File: config.mk
export PLATFORM = sky130hd
export DESIGN_NAME = load_scoreboard
export DESIGN_NICKNAME = d
export VERILOG_FILES = /design/src/rtl/load_scoreboard.sv
export SDC_FILE = /design/constraint.sdc
export NUM_CORES = 1
export LEC_CHECK = 0
export CAP_MARGIN = 20
export CORE_ASPECT_RATIO = 2
export CORE_MARGIN = 2
export CORE_UTILIZATION = 55
export CTS_CLUSTER_DIAMETER = 100
export DETAILED_ROUTE_END_ITERATION = 6
export GPL_TIMING_DRIVEN = 0
export PLACE_DENSITY_LB_ADDON = 0.1
export SETUP_SLACK_MARGIN = 0.05
export SYNTH_ARGS = -nofsm -noshare
export SYNTH_HDL_FRONTEND = slang
export SYNTH_SLANG_ARGS = --single-unit
export TNS_END_PERCENT = 20
File: constraint.sdc
create_clock -name clk -period 3.55 [get_ports clk]
set_input_delay 0.71 -clock clk [delete_from_list [all_inputs] [get_ports clk]]
set_output_delay 0.71 -clock clk [all_outputs]
set_load 0.01 [all_outputs]
File: src/rtl/load_scoreboard.sv
// Decode-stage load-use interlock: tracks registers with a load outstanding and stalls ID readers/rewriters.
// Optional stall-cycle perf counter enabled by defining SCOREBOARD_PERF_EN.
module load_scoreboard #(
  parameter int NREG  = 32,
  parameter int RW    = 5,
  parameter int MAXLD = 4
) (
  input  logic          clk,
  input  logic          reset,
  input  logic          dec_valid,
  input  logic [RW-1:0] dec_rs,
  input  logic [RW-1:0] dec_rt,
  input  logic          dec_useRt,
  input  logic          dec_isLoad,
  input  logic [RW-1:0] dec_rd,
  input  logic          hold,
  input  logic          ld_done,
  input  logic [RW-1:0] ld_rd,
  output logic          stall,
  output logic          issue,
  output logic          full,
  output logic          err,
  output logic [31:0]   stall_cycles
);

  localparam int CW = 4;

  logic [NREG-1:0] pending_q, pending_d;
  logic [NREG-1:0] done_oh, eff;
  logic [CW-1:0]   cnt_q, cnt_d;
  logic            err_q, err_d;
  logic            raw_rs, raw_rt, waw, cap;
  logic            done_hit, ld_set;

  // A completing load is bypassed so its dependent can issue the same cycle.
  always_comb begin
    done_oh = '0;
    if (ld_done) done_oh[ld_rd] = 1'b1;
  end

  assign eff      = pending_q & ~done_oh;
  assign full     = (cnt_q == CW'(MAXLD));
  assign raw_rs   = (dec_rs != '0) & eff[dec_rs];
  assign raw_rt   = dec_useRt & (dec_rt != '0) & eff[dec_rt];
  assign waw      = dec_isLoad & (dec_rd != '0) & eff[dec_rd];
  assign cap      = dec_isLoad & full & ~ld_done;
  assign stall    = dec_valid & (raw_rs | raw_rt | waw | cap);
  assign issue    = dec_valid & ~stall & ~hold;
  assign ld_set   = issue & dec_isLoad & (dec_rd != '0);
  assign done_hit = ld_done & (ld_rd != '0) & pending_q[ld_rd];

  always_comb begin
    pending_d = pending_q;
    if (done_hit) pending_d[ld_rd] = 1'b0;
    // Set after clear: a same-register re-issue keeps the bit.
    if (ld_set)   pending_d[dec_rd] = 1'b1;
    pending_d[0] = 1'b0;

    cnt_d = cnt_q;
    case ({ld_set, done_hit})
      2'b10:   cnt_d = cnt_q + 1'b1;
      2'b01:   cnt_d = cnt_q - 1'b1;
      default: cnt_d = cnt_q;
    endcase

    err_d = err_q | (ld_done & ~done_hit);
  end

  always_ff @(posedge clk or posedge reset) begin
    if (reset) begin
      pending_q <= '0;
      cnt_q     <= '0;
      err_q     <= 1'b0;
    end else begin
      pending_q <= pending_d;
      cnt_q     <= cnt_d;
      err_q     <= err_d;
    end
  end

  assign err = err_q;

`ifdef SCOREBOARD_PERF_EN
  logic [31:0] sc_q, sc_d;

  always_comb begin
    sc_d = sc_q;
    if (stall && (sc_q != '1)) sc_d = sc_q + 32'd1;
  end

  always_ff @(posedge clk or posedge reset) begin
    if (reset) sc_q <= '0;
    else       sc_q <= sc_d;
  end

  assign stall_cycles = sc_q;
`else
  assign stall_cycles = '0;
`endif

endmodule

# --- Word level (Yosys, flattened, before mapping) ---
# Cells that the tools add are included.
totals:
  reg_bits: 36
  latch_bits: 0
  ramBits: 0
  rom_bits: 0
  inputBits: 27
  word_cells: 65
  n_memories: 0
op_classes:
  n_addsub: 2
  n_mul: 0
  div: 0
  order_cmp: 6
  eq_ne: 3
  n_shift: 0
  n_mux: 16
  bitwise_logic: 28
  reduce_logical: 7
ops:
  columns: ["op", "count"]
  rows:
  - ["32-bit two-way mux", 3]
  - ["32-bit AND", 2]
  - ["32-bit NOT", 2]
  - ["32-bit OR", 1]
  - ["5-bit by 6-bit less-than comparator with 1-bit output, second input constant", 4]
  - ["1-bit binary-select mux with 5-bit select", 4]
  - ["5-bit nonzero test", 4]
  - ["1-bit AND", 15]
  - ["1-bit demux with 5-bit select", 2]
  - ["5-bit by 1-bit greater-or-equal comparator with 1-bit output, second input constant", 2]
  - ["4-bit case mux with 2 select lines", 1]
  - ["1-bit two-way mux", 6]
  - ["4-bit by 1-bit adder with 4-bit output, second input constant", 1]
  - ["4-bit by 3-bit equality test with 1-bit output, second input constant", 1]
  - ["1-bit NOT", 4]
  - ["1-bit OR", 4]
  - ["4-bit by 1-bit subtractor with 4-bit output, second input constant", 1]
  - ["2-bit by 1-bit equality test with 1-bit output, second input constant", 1]
  - ["2-bit equality test, second input constant", 1]
  - ["1-bit logical AND", 2]
  - ["2-bit nonzero test", 1]

# --- Longest topological paths before layout ---
logic_depth:
  word_depth: 21
  ltp_mapped: 16
  mapped_depth_nobuf: 14

# --- Worst setup path before layout ---
# Ideal clock, no wire load.
synth_path:
  path_kind: "input to register"
  start: "input port ld_rd[2]"
  end: "register cnt_q[3]"
  setup_ns: 0.125
  t_arrival_ns: 3.642
  t_required_ns: 3.425
  path_slack_ns: -0.217
  path_stages: 14
  path_buffers: 0
  cell_sequence: "or4b_4 > o21ai_1 > mux2i_1 > a221o_1 > a32oi_1 > o21ai_2 > or3_1 > ha_1 > ha_1 > a21o_1 > a21oi_1 > xnor2_1 > nor2_1 > xor2_1"
synth_between:
  elab_chain_cells: 21
  elab_cells_between_ends: 35
  classes_between: "order compare (2); eq/ne (2); mux (12); bitwise (16); reduce/logical (3)"
synth_rtl:
  columns: ["item", "line_no", "rtl"]
  rows:
  - ["start: declaration", "18", "input logic [RW-1:0] ld_rd,"]
  - ["5-bit by 6-bit less-than comparator with 1-bit output (not written as such) or 5-bit by 1-bit greater-or-equal comparator with 1-bit output (tied branches)", "38", "if (ld_done) done_oh[ld_rd] = 1'b1;"]
  - ["1-bit logical AND (not written as such)", "38", null]
  - ["1-bit two-way mux (not written as such)", "38", null]
  - ["1-bit demux with 5-bit select", "38", null]
  - ["32-bit two-way mux", "38", null]
  - ["32-bit NOT", "41", "assign eff = pending_q & ~done_oh;"]
  - ["32-bit AND", "41", null]
  - ["1-bit binary-select mux with 5-bit select, on equally long branches", "43, 44", null]
  - ["1-bit two-way mux, on equally long branches", "43, 44", null]
  - ["1-bit AND, on equally long branches", "43, 44", null]
  - ["1-bit OR (3 in a row)", "47", "assign stall = dec_valid & (raw_rs | raw_rt | waw | cap);"]
  - ["1-bit AND", "47", null]
  - ["1-bit NOT", "48", "assign issue = dec_valid & ~stall & ~hold;"]
  - ["1-bit AND (2 in a row)", "48", null]
  - ["1-bit AND (2 in a row)", "49", "assign ld_set = issue & dec_isLoad & (dec_rd != '0);"]
  - ["2-bit by 1-bit equality test with 1-bit output or 2-bit equality test (tied branches)", "60", "case ({ld_set, done_hit})"]
  - ["4-bit case mux with 2 select lines or 2-bit nonzero test (tied branches)", null, null]
  - ["end signal: assignment", "76", "cnt_q <= cnt_d;"]
  - ["end: declaration", "30", "logic [CW-1:0] cnt_q, cnt_d;"]
# Several ways; a longest one is shown, not always the timed one. The select of a mux whose other input is x is not followed.
# A chain may end at the register's enable or synchronous reset.

# --- Worst setup path in the final report ---
layout_path:
  start: "input port ld_rd[4]"
  end: "register cnt_q[3]"
# Same word-level chain as after synthesis.

==> results.sh <==
export IMPL_crit_end="cnt_q[3]$_DFFE_PP0P_"
export IMPL_start_kind="primary input"
export IMPL_path_clk_slew_ps=60
export IMPL_synth_edf_count=0
export IMPL_initial_core_util_pct=56.9
export IMPL_dpl_cell_count=616
export IMPL_grt_max_degree=24
export IMPL_drtIter0Drc=573
export IMPL_fin_tns_setup_ps=-777
export IMPL_pre_cts_ws_ps=-1510
export IMPL_crit_start="ld_rd[4]"
export IMPL_drc=0
export IMPL_critPathSlowestCell="or4b_4"
export IMPL_async_flop_share_pct=100
export IMPL_clock_tree_root_cell="clkbuf_16"
export IMPL_synthTopCellsByArea="dfrtp_1 23%, mux2i_1 7.8%, buf_4 6.6%, mux4_2 6.2%, o21ai_2 4.8%"
export IMPL_cts_hold_buf=0
export IMPL_p_leak_uw=0.00216
export IMPL_insertion_delay_ps=290
export IMPL_ant_nets=0
export IMPL_grt_pass1_wl_um=23700
export IMPL_max_cap_viol_count=0
export IMPL_crit_required_ps=3720
export IMPL_skew_ps=9.13
export IMPL_antenna_found_initial=0
export IMPL_path_class="in2reg"
export IMPL_insertedDiodeCount=0
export IMPL_worstRegToRegCells=15
export IMPL_yosys_warnings=0
export IMPL_die_h_um=124
export IMPL_relSlewSlack_pct=54.0
export IMPL_cp_num_buf_inv=3
export IMPL_dr_pass1_iters=6
export IMPL_syn2layout_area_growth_pct=31.9
export IMPL_hold_class="reg2reg"
export IMPL_period_minus_slack_ps=3850
export IMPL_status="finished with violations"
export IMPL_ios=63
export IMPL_core_area_sq_um=6990
export IMPL_clockBufferDepth=2
export IMPL_grt_ovfl_total=0
export IMPL_synth_top_area_cell="dfrtp_1"
export IMPL_rrSetupSlack_ps=190
export IMPL_yosys_cell_count_top_type="nor3_1"
export IMPL_yosys_top_cells_count="37 x nor3_1, 36 x dfrtp_1, 36 x nand3_1, 35 x buf_4, 31 x mux2i_1"
export IMPL_cp_cell_sequence="buf_8 -> or4b_4 -> o21ai_4 -> buf_4 -> buf_4 -> o311a_1 -> a2111oi_2 -> a21oi_2 -> nand2_2 -> or3_4 -> ha_4 -> ha_4 -> a21o_1 -> a21oi_2 -> xnor2_1 -> nor2_1 -> xor2_1"
export IMPL_numPortBuffers=24
export IMPL_std_cell_rows=43
export IMPL_ys_ff_latch=36
export IMPL_avgSynthCellArea_sq_um=8.46
export IMPL_wl_per_cell_um=24.0
export IMPL_peakVddDrop_mv=0.422
export IMPL_critPathMaxFanout=6
export IMPL_syn_area_sq_um=3980
export IMPL_numCtsBuffers=5
export IMPL_power_density_nw_per_um2=314
export IMPL_rsz0062_at_grt="yes"
export IMPL_drive_gt1_share_pct=33.2
export IMPL_track_usage_pct=39.5
export IMPL_vias=4456
export IMPL_fin_ws_ps=-297
export IMPL_ys_types=70
export IMPL_final_max_slew_viol_count=0
export IMPL_via_per_inst=6.79
export IMPL_chipWidth_um=64.1
export IMPL_final_period_utilization_pct=108
export IMPL_synth_ff_type="dfrtp_1"
export IMPL_cts_tree="built"
export IMPL_syn_inst=470
export IMPL_crit_arrival_ps=4020
export IMPL_max_freq_ghz=0.260
export IMPL_finalHoldViolCount=0
export IMPL_violations="negative setup slack"
export IMPL_worst_pin_slew_ps=690
export IMPL_htreeDepth=2
export IMPL_grt_pass1_vias=4304
export IMPL_routabilityCongestion=1.06
export IMPL_timing_rr_end="cnt_q[3]$_DFFE_PP0P_"
export IMPL_end_kind="flop"
export IMPL_r2r_start="pending_q[6]$_DFF_PP0_"
export IMPL_hold_slack_ps=459
export IMPL_setup_viol=5
export IMPL_critical_path_max_stage_delay_ps=610
export IMPL_fin_util_pct=75.0
export IMPL_wl_um=15800
export IMPL_stdcell_count=656
export IMPL_cp_num_cells=17
export IMPL_dp_hpwl_um=11100
export IMPL_yosysTopAreaCellShare_pct=22.6
export IMPL_nNetsFinal=596
export IMPL_ys_seq_area_share_pct=22.6
export IMPL_crit_family="simple AND/OR/NAND/NOR gates"
export IMPL_dieArea_sq_um=7970
export IMPL_cts_sinks=36
cell families after synthesis:
logic type | Yosys count | share of synthesized area [%]
and+or+nand+nor | 163 | 22.6
AOI/OAI and AO/OA | 128 | 22.9
buffers and inverters | 80 | 12.1
muxes | 47 | 15.4
DFF | 36 | 22.6
xor gates and xnor gates | 11 | 2.80
adders and majority gates | 4 | 1.45
other | 1 | 0.0943
report_power, final:
| part | leakage (uW) | internal, uW | total (uW) | switching [uW] |
|---|---|---|---|---|
| clock | 0.0000772 | 281 | 464 | 183 |
| sequential | 0.000482 | 464 | 540 | 76.7 |
| combinational | 0.00161 | 287 | 642 | 355 |
| total | 0.00216 | 1030 | 1650 | 615 |
worst min-delay path by stage:
stage / from / slack [ps] / depth (start not counted) / endpoint
4_1_cts: err$_DFF_PP0_ / 460 / 1 / err$_DFF_PP0_
3_3_place_gp: err$_DFF_PP0_ / 440 / 1 / err$_DFF_PP0_
6_report: err$_DFF_PP0_ / 460 / 1 / err$_DFF_PP0_
3_5_place_dp: err$_DFF_PP0_ / 450 / 1 / err$_DFF_PP0_
5_1_grt: err$_DFF_PP0_ / 480 / 1 / err$_DFF_PP0_
2_1_floorplan: cnt_q[3]$_DFFE_PP0P_ / 440 / 1 / cnt_q[3]$_DFFE_PP0P_
worst reg2reg max path, delay by kind of cell, from the launching register on:
kind                     cells  cell delay (ps)
AO/OA/AOI/OAI                6             1190
XOR/XNOR                     2              280
adder cells (fa/ha/maj)      2              400
buffers and inverters        1              140
flip-flops                   1              460
multiplexers                 1              250
AND/OR/NAND/NOR              3              520
cells in the final DEF, fill, tap and decap left out, types with 13 or more instances in the layout:
cell / n
buf_6: 13
nor2_1: 21
mux2i_1: 25
nand2_1: 13
nand3_1: 36
nor3_1: 36
buf_4: 65
conb_1: 32
o21ai_2: 23
o21ai_0: 29
dfrtp_1: 36
sequential cells by signal, summed over array words and instances, names as in the netlist:
| name | cells |
|---|---|
| err | 1 |
| cnt_q | 4 |
| pending_q | 31 |
area by class of cell:
cell class,count,area (sq um)
multi-input cells,385,3010
clock inverters,2,13.8
flip-flops and latches,36,901
clock buffers,6,139
repair buffers,58,532
well taps,90,113
fillers,533,1750
plain buffers,66,483
inverters,13,52.6
layer usage:
metal | share of wire, % | track usage [%] | up-vias
met3 | 8.7 | 7.68 | 125
li1 | - | - | 1923
met5 | 0 | 0 | -
met2 | 50 | 68.0 | 347
met1 | 32 | 40.6 | 2061
met4 | 9.7 | 30.0 | 0
repair_timing:
action                                  CTS  global route
pin swaps                                17            15
endpoints found under the hold margin     0             0
buffers inserted                         30             2
gates resized for setup                 100            18
cloned                                    1             0
endpoints found under the setup margin   36             5
metrics by stage:
step                total power, uW  instance area [sq um]
floorplan                       896                   4140
global placement               1050                   4490
detailed placement             1070                   4520
CTS                            1600                   5170
global route                   1700                   5250
finish                         1650                   5250
No activity file was read; power rests on OpenSTA's default activity.
